==> src/rtl/trap_ctrl.sv <==
// Machine-mode trap sequencer: takes exceptions, external interrupts and mret,
// owns mstatus(MIE/MPIE)/mtvec/mepc/mcause, and issues a one-cycle redirect/flush.
//
// state  | meaning
// IDLE   | normal execution, decoding events and accepting CSR writes
// SAVE   | trap taken, CSRs already saved, PC held
// VECTOR | redirect/flush to the trap vector
// RET    | redirect/flush to mepc after mret
module trap_ctrl #(
    parameter logic [31:0] MTVEC_RESET = 32'h0000_0080
) (
    input  logic        clk,
    input  logic        rstn,
    input  logic        instr_valid_i,
    input  logic [31:0] pc_i,
    input  logic [7:0]  scause_i,
    input  logic        mret_i,
    input  logic        ext_irq_i,
    input  logic        csr_we_i,
    input  logic [11:0] csr_addr_i,
    input  logic [31:0] csr_wdata_i,
    output logic [31:0] csr_rdata_o,
    output logic        stall_o,
    output logic        flush_o,
    output logic        redirect_o,
    output logic [31:0] redirect_pc_o,
    output logic        busy_o
);

    localparam logic [11:0] ADDR_MSTATUS = 12'h300;
    localparam logic [11:0] ADDR_MTVEC   = 12'h305;
    localparam logic [11:0] ADDR_MEPC    = 12'h341;
    localparam logic [11:0] ADDR_MCAUSE  = 12'h342;
    localparam logic [31:0] IRQ_CAUSE    = 32'h8000_000B;

    typedef enum logic [1:0] {
        IDLE   = 2'd0,
        SAVE   = 2'd1,
        VECTOR = 2'd2,
        RET    = 2'd3
    } state_t;

    state_t      state_q, state_d;
    logic        mie_q, mie_d;
    logic        mpie_q, mpie_d;
    logic [31:0] mtvec_q, mtvec_d;
    logic [31:0] mepc_q, mepc_d;
    logic [31:0] mcause_q, mcause_d;

    logic        idle;
    logic        take_ret;
    logic        take_exc;
    logic        take_irq;
    logic        take_event;
    logic        csr_wr_en;

    // mret outranks everything because the decoder also flags it as illegal.
    assign idle       = (state_q == IDLE);
    assign take_ret   = idle && instr_valid_i && mret_i;
    assign take_exc   = idle && instr_valid_i && !mret_i && (scause_i != 8'h00);
    assign take_irq   = idle && instr_valid_i && !mret_i && (scause_i == 8'h00)
                        && ext_irq_i && mie_q;
    assign take_event = take_ret || take_exc || take_irq;
    assign csr_wr_en  = idle && csr_we_i && !take_event;

    always_ff @(posedge clk or negedge rstn) begin
        if (!rstn) begin
            state_q  <= IDLE;
            mie_q    <= 1'b0;
            mpie_q   <= 1'b0;
            mtvec_q  <= {MTVEC_RESET[31:2], 2'b00};
            mepc_q   <= 32'h0;
            mcause_q <= 32'h0;
        end else begin
            state_q  <= state_d;
            mie_q    <= mie_d;
            mpie_q   <= mpie_d;
            mtvec_q  <= mtvec_d;
            mepc_q   <= mepc_d;
            mcause_q <= mcause_d;
        end
    end

    always_comb begin
        state_d = state_q;
        case (state_q)
            IDLE: begin
                if (take_ret) begin
                    state_d = RET;
                end else if (take_exc || take_irq) begin
                    state_d = SAVE;
                end
            end
            SAVE:    state_d = VECTOR;
            VECTOR:  state_d = IDLE;
            RET:     state_d = IDLE;
            default: state_d = IDLE;
        endcase
    end

    always_comb begin
        stall_o       = take_event || !idle;
        busy_o        = !idle;
        redirect_o    = 1'b0;
        flush_o       = 1'b0;
        redirect_pc_o = 32'h0;
        case (state_q)
            VECTOR: begin
                redirect_o    = 1'b1;
                flush_o       = 1'b1;
                redirect_pc_o = {mtvec_q[31:2], 2'b00};
            end
            RET: begin
                redirect_o    = 1'b1;
                flush_o       = 1'b1;
                redirect_pc_o = mepc_q;
            end
            default: ;
        endcase
    end

    // CSR next-state: sequence updates win over software writes in the same cycle.
    always_comb begin
        mie_d    = mie_q;
        mpie_d   = mpie_q;
        mtvec_d  = mtvec_q;
        mepc_d   = mepc_q;
        mcause_d = mcause_q;
        if (take_ret) begin
            mie_d  = mpie_q;
            mpie_d = 1'b1;
        end else if (take_exc || take_irq) begin
            mepc_d   = {pc_i[31:2], 2'b00};
            mcause_d = take_exc ? {24'h0, scause_i} : IRQ_CAUSE;
            mpie_d   = mie_q;
            mie_d    = 1'b0;
        end else if (csr_wr_en) begin
            case (csr_addr_i)
                ADDR_MSTATUS: begin
                    mie_d  = csr_wdata_i[3];
                    mpie_d = csr_wdata_i[7];
                end
                ADDR_MTVEC:  mtvec_d  = {csr_wdata_i[31:2], 2'b00};
                ADDR_MEPC:   mepc_d   = {csr_wdata_i[31:2], 2'b00};
                ADDR_MCAUSE: mcause_d = csr_wdata_i;
                default: ;
            endcase
        end
    end

    always_comb begin
        csr_rdata_o = 32'h0;
        case (csr_addr_i)
            ADDR_MSTATUS: csr_rdata_o = {24'h0, mpie_q, 3'b000, mie_q, 3'b000};
            ADDR_MTVEC:   csr_rdata_o = mtvec_q;
            ADDR_MEPC:    csr_rdata_o = mepc_q;
            ADDR_MCAUSE:  csr_rdata_o = mcause_q;
            default: ;
        endcase
    end

endmodule
==> config.mk <==
export PLATFORM = sky130hd
export DESIGN_NAME = trap_ctrl
export DESIGN_NICKNAME = d
export VERILOG_FILES = /design/src/rtl/trap_ctrl.sv
export SDC_FILE = /design/constraint.sdc
export NUM_CORES = 1
export LEC_CHECK = 0
export CAP_MARGIN = 10
export CORE_UTILIZATION = 51
export CTS_BUF_LIST = sky130_fd_sc_hd__clkbuf_16
export CTS_CLUSTER_SIZE = 14
export DETAILED_ROUTE_END_ITERATION = 8
export PLACE_DENSITY = 0.86
export SYNTH_ARGS = -nofsm -noshare
export SYNTH_HDL_FRONTEND = slang
export SYNTH_SLANG_ARGS = --single-unit
==> constraint.sdc <==
create_clock -name clk -period 3.4 [get_ports clk]
set_input_delay 0.34 -clock clk [delete_from_list [all_inputs] [get_ports clk]]
set_output_delay 0.34 -clock clk [all_outputs]
set_load 0.005 [all_outputs]
==> results.tsv, run 1 <==
metric	value	unit
ys_types	42	
outcome	finished, final reports clean	
wl_per_cell	21.3	um
cts_sinks	96	
placementRows	36	
netlist_area	5130	um^2
path_class	in2out	
cap_viol_max_count	0	
syn_inst	463	
drv_slew	0	
finClkSkew	0.0106	ns
relSlewSlack	0.339	
grt-ovfl-total	0	
synth_edf_count	0	
seq_area_frac_synth	0.469	
grt_usage	0.315	
ios	158	
vdd_ir_drop_max	0.000351	V
min_period	3.13	ns
crit_path_max_fanout	18	
cts-root-buf	clkbuf_16	
die_x	102	um
cts_inserted_buffers	9	
worstSkewPairLatency	0.35	ns
dr_total_vias	4720	
hold_class	in2async	
dieArea	10500	um^2
cp_data_required_time	3.06	ns
critPathCaptureType	output port	
drive_gt1_frac	0.121	
gp_congestion	0.881	
syn_to_final_growth	37.8	%
cts_resized	0	
drt_iter0_drc	496	
setup_viol	0	
synth_top_flop_cell	dfrtp_1	
clock_path_buffers	2	
rsz0062_at_grt	false	
portBuffers	153	
setup_tns	0	ns
post-route-drc-count	0	
grt_pass1_wl	24900	um
fin_nets	697	
final_common_cell	clkdlybuf4s50_1	
finalInstanceArea	7070	um^2
avgSynthCellArea	11.1	um^2
diodes	0	
synth-seq-cells	96	
drtPass1Iterations	8	
synth-async-reset-ratio	1.00	
cts_tree	done	
leakage	3.16	nW
pre_cts_ws	0.298	ns
htree_num_levels	3	
fin_crit_sh	0.920	
cts_setup_buffers	0	
reg2reg_from	state_q[0]	
hpwl	10800	um
clkTransAtPathRegs	0.08	ns
die_h	102	um
critPathLaunchType	primary input	
p_per_area	497	nW/um^2
startpoint	csr_addr_i[3]	
antenna_found_initial	0	
core	9770	um^2
grt_max_degree	68	
finalHoldViolations	0	
finalWirelength	15900	um
start_util	0.525	
place_area	6770	um^2
crit_arrival	2.79	ns
tightest_slew	0.992	ns
grt_pass1_vias	4873	
ys.warnings.count	0	
mostFrequentLayoutCells	clkdlybuf4s50_1 (152), dfrtp_1 (94), inv_1 (36)	
ctsHoldBuffers	0	
finalWorstSetupSlack	0.272	ns
max_clock_freq	0.320	GHz
drtAntennaViolNets	0	
viasPerCell	6.34	
==> layout make-up <==
class	count	area (um^2)
flip-flops and latches	96	2400
multi-input cells	286	2350
inverters	36	135
well taps	133	166
clock buffers	9	225
repair buffers	178	1720
fillers	679	2710
clock inverters	7	68.8
==> per-layer routing <==
metal  vias to the layer above  GRT usage  routed length, um
met3                        30     0.0465               1430
met1                      2353      0.402               6170
li1                       2050          -                  -
met4                         0      0.126                259
met2                       287      0.539               8000
met5                         -          0                  0
==> Yosys cell counts, types with 6 or more instances <==
library cell	n	area (um^2)
o21ai_0	11	55.1
a2bb2oi_1	30	263
o22ai_1	31	194
buf_2	19	95.1
nor2b_1	35	219
mux2_1	10	113
inv_1	36	135
a22o_1	25	219
nand2_1	13	48.8
clkbuf_1	14	52.6
mux2_2	22	248
dfrtp_1	95	2380
a222oi_1	27	270
buf_4	6	45.0
mux2i_1	33	330
==> registers in the layout, summed over array words and instances (netlist names) <==
signal and count:
mcause_q 32, mepc_q 30, mtvec_q 30, state_q 2, mie_q 1, mpie_q 1
==> power breakdown <==
group	leakage, nW	switching, mW	internal (mW)
sequential	1.23	0.218	1.39
clock	0.146	0.481	0.520
combinational	1.78	0.391	0.505
total	3.16	1.09	2.42
==> logic make-up (layout without fill, tap and decap cells) <==
group                  after synthesis  after routing  synth area share
multiplexers                        65             65             0.135
AO/OA/AOI/OAI                      144            144             0.225
buffers and inverters               82            230            0.0749
AND/OR/NAND/NOR                     75             75            0.0957
other                                1              2          0.000731
flip-flops                          96             96             0.469
==> through the flow <==
stage                     std cells  total power, mW  hold WS [ns]   util
final                           745             3.51        0.0966  0.723
after global routing            745             3.66         0.165  0.723
after CTS                       745             3.50         0.130  0.723
after detailed placement        729             2.51         0.472  0.693
after global placement          729             2.46         0.464  0.693
after floorplan                 464             2.09        0.0444      -
==> final timing paths <==
kind	endpoint	depth (start not counted)	slack [ns]
min	mtvec_q[13]	1	0.1
max reg2reg	mcause_q[20]	5	0.71
min reg2reg	mcause_q[1]	1	0.48
max	csr_rdata_o[2]	8	0.27
max in group asynchronous	mtvec_q[15]	2	2.36
min in group clk	mcause_q[1]	1	0.48
==> critical path, cell delays in order <==
cell and delay (ns):
clkdlybuf4s50_1 0.41, nor4_2 0.45, nor2b_1 0.26, and4_1 0.26
buf_4 0.29, a22oi_1 0.10, o21ai_0 0.12, clkdlybuf4s50_1 0.55
Note: power is estimated with default switching activity, not from simulation.
==> run 2: changes to the inputs <==
CAP_MARGIN = unset   (was 10)
clock period = 3.68 ns   (was 3.4 ns; I/O delays follow)
==> run 2 against run 1 <==
Compared with the run above:
- sequential share of layout area rose by 0.22 points
- clock skew up 0.0018 ns
- sequential power decreased by 7%
- first-iteration DRC count is 19% lower
- setup slack gained 0.20 ns
- combinational power decreased by 11%
- worst hold slack improved by 0.031 ns
- total power shrank 8.7%
- utilization is 0.46 points lower
- cell count is 0.67% lower
- register-to-register slack better by 0.13 ns
- largest cell class unchanged
==> results.tsv, run 2 (same netlist as run 1, synthesis figures left out) <==
metric	value	unit	change
htree_num_levels	3		unchanged
cp_cell_sequence	clkdlybuf4s50_1, nor4_2, and4_1, buf_4, a222oi_1, inv_1, clkdlybuf4s50_1		
drtAntennaViolNets	0		unchanged
p_seq_frac	0.469		+0.009
cts_tree	done		
worstSkewPairLatency	0.35	ns	about the same
finalHoldViolations	0		unchanged
ff2ff_setup_slack	0.84	ns	+0.13 ns
cpPeakStageDelay	0.62	ns	+0.07 ns
crit_path_end	csr_rdata_o[24]		
clock_path_buffers	2		unchanged
grt_pass1_wl	24000	um	-3.3%
antenna_found_initial	0		unchanged
cts_setup_buffers	0		unchanged
mostFrequentLayoutCells	clkdlybuf4s50_1 (152), dfrtp_1 (94), inv_1 (36)		
final_common_cell	clkdlybuf4s50_1		
cp_common_cell	clkdlybuf4s50_1		
wl_per_cell	20.9	um	-1.9%
grt_usage	0.304		-0.0111
cp_data_required_time	3.31	ns	+0.25 ns
p_clk_frac	0.281		-0.004
viasPerCell	6.34		about the same
critPathCaptureType	output port		
internal-power	2.22	mW	-8.2%
start_util	0.525		unchanged
cts_inserted_buffers	9		unchanged
dp.cells	724		-0.69%
path_class	in2out		
startpoint	csr_addr_i[3]		
ctsHoldBuffers	0		unchanged
slowest_stage	and4_1		
fin_crit_sh	0.873		
clkTransAtPathRegs	0.07	ns	about the same
grt_max_degree	71		+4.4%
drt_iter0_drc	404		-19%
min_period	3.21	ns	
ios	158		unchanged
vdd_ir_drop_max	0.000322	V	-8.0%
crit_path_max_fanout	11		-7
hpwl	10400	um	-3.6%
rr_worst_depth	6		+1
power.total	3.21	mW	-8.7%
p_per_area	457	nW/um^2	-8.1%
dr_total_vias	4689		-0.66%
drtPass1Iterations	8		unchanged
holdWs	0.127	ns	+0.0306 ns
max_clock_freq	0.311	GHz	
tightest_slew	1.04	ns	+0.0496 ns
largest_register	mcause_q		
hold_class	in2async		
top_regs	mcause_q (32), mepc_q (30), mtvec_q (30)		
fin_nets	692		-0.72%
layout.cells.non_filler	740		-0.67%
reg2reg_from	state_q[1]		
leakage	3.13	nW	-0.97%
largest_reg_flops	32		unchanged
drive_gt1_frac	0.114		-0.00724
dieArea	10500	um^2	unchanged
grt_pass1_vias	4714		-3.3%
p_sw	0.984	mW	-9.7%
core	9770	um^2	unchanged
crit_arrival	2.84	ns	+0.05 ns
fillerInstances	710		+4.6%
portBuffers	153		unchanged
cts-root-buf	clkbuf_16		
power_frac_comb	0.250		-0.005
syn_to_final_growth	36.9	%	
setup_viol	0		unchanged
diodes	0		unchanged
finClkSkew	0.0124	ns	+0.00182 ns
post-route-drc-count	0		unchanged
drv_slew	0		unchanged
finalWorstSetupSlack	0.467	ns	+0.196 ns
relSlewSlack	0.306		-0.0331
cts_sinks	96		unchanged
outcome	finished, final reports clean		
finalWirelength	15500	um	-2.6%
grt-ovfl-total	0		unchanged
cap_viol_max_count	0		unchanged
cts_resized	0		unchanged
gp_congestion	0.887		+0.67%
switching_share	0.307		-0.00358
worstReg2RegEnd	mepc_q[21]		
critPathLaunchType	primary input		
rsz0062_at_grt	false		
setup_tns	0	ns	unchanged
placementRows	36		unchanged
pre_cts_ws	0.414	ns	+0.116 ns
die_x	102	um	unchanged
die_h	102	um	unchanged
-- run 2: cell count changes in the layout (fill, tap and decap cells not counted) --
cell / before / now
buf_4: 26 / 21
clkinv_2: 0 / 1
clkinv_4: 2 / 1
clkinvlp_4: 0 / 1
inv_8: 3 / 2
-- run 2: power by group through the flow --
stage	registers (mW)	logic (mW)	clock network, mW
6_report	1.50	0.800	0.901
5_1_grt	1.53	0.859	0.960
4_1_cts	1.49	0.799	0.912
3_5_place_dp	1.51	0.792	0
3_3_place_gp	1.49	0.770	0
2_1_floorplan	1.43	0.502	0
-- run 2: stage by stage --
step,util,instance area (um^2)
after floorplan,-,5130
after global placement,0.689,6730
after detailed placement,0.689,6730
after CTS,0.718,7020
after global routing,0.718,7020
final,0.718,7020
-- run 2: critical path: cells and delay by family --
| family | cells | cell delay [ns] |
|---|---|---|
| and+or+nand+nor | 2 | 1.04 |
| buffers and inverters | 4 | 1.30 |
| AOI/OAI and AO/OA | 1 | 0.13 |
-- run 2: final cells by class --
type / count / area (um^2) / share of cell area
multi-input combinational: 286 / 2350 / 0.335
clock inverter: 7 / 61.3 / 0.00873
timing repair buffer: 173 / 1680 / 0.239
sequential: 96 / 2400 / 0.343
tap: 133 / 166 / 0.0237
clock buffer: 9 / 225 / 0.0321
inverter: 36 / 135 / 0.0192
-- run 2: worst min path at each step --
| stage | depth (start not counted) | slack [ns] | from | endpoint |
|---|---|---|---|---|
| after floorplan | 0 | 0.07 | rstn | mcause_q[0] |
| after global placement | 1 | 0.47 | mcause_q[0] | mcause_q[0] |
| after detailed placement | 1 | 0.47 | mcause_q[1] | mcause_q[1] |
| after CTS | 1 | 0.17 | rstn | mtvec_q[13] |
| after global routing | 1 | 0.20 | rstn | mepc_q[13] |
| final | 1 | 0.13 | rstn | mtvec_q[13] |
-- run 2: per-layer routing --
metal / track usage / share of wire / vias up
li1: - / - / 2044
met2: 0.485 / 0.48 / 275
met1: 0.412 / 0.41 / 2345
met4: 0.119 / 0.019 / 0
met5: 0 / 0 / -
met3: 0.0561 / 0.089 / 25
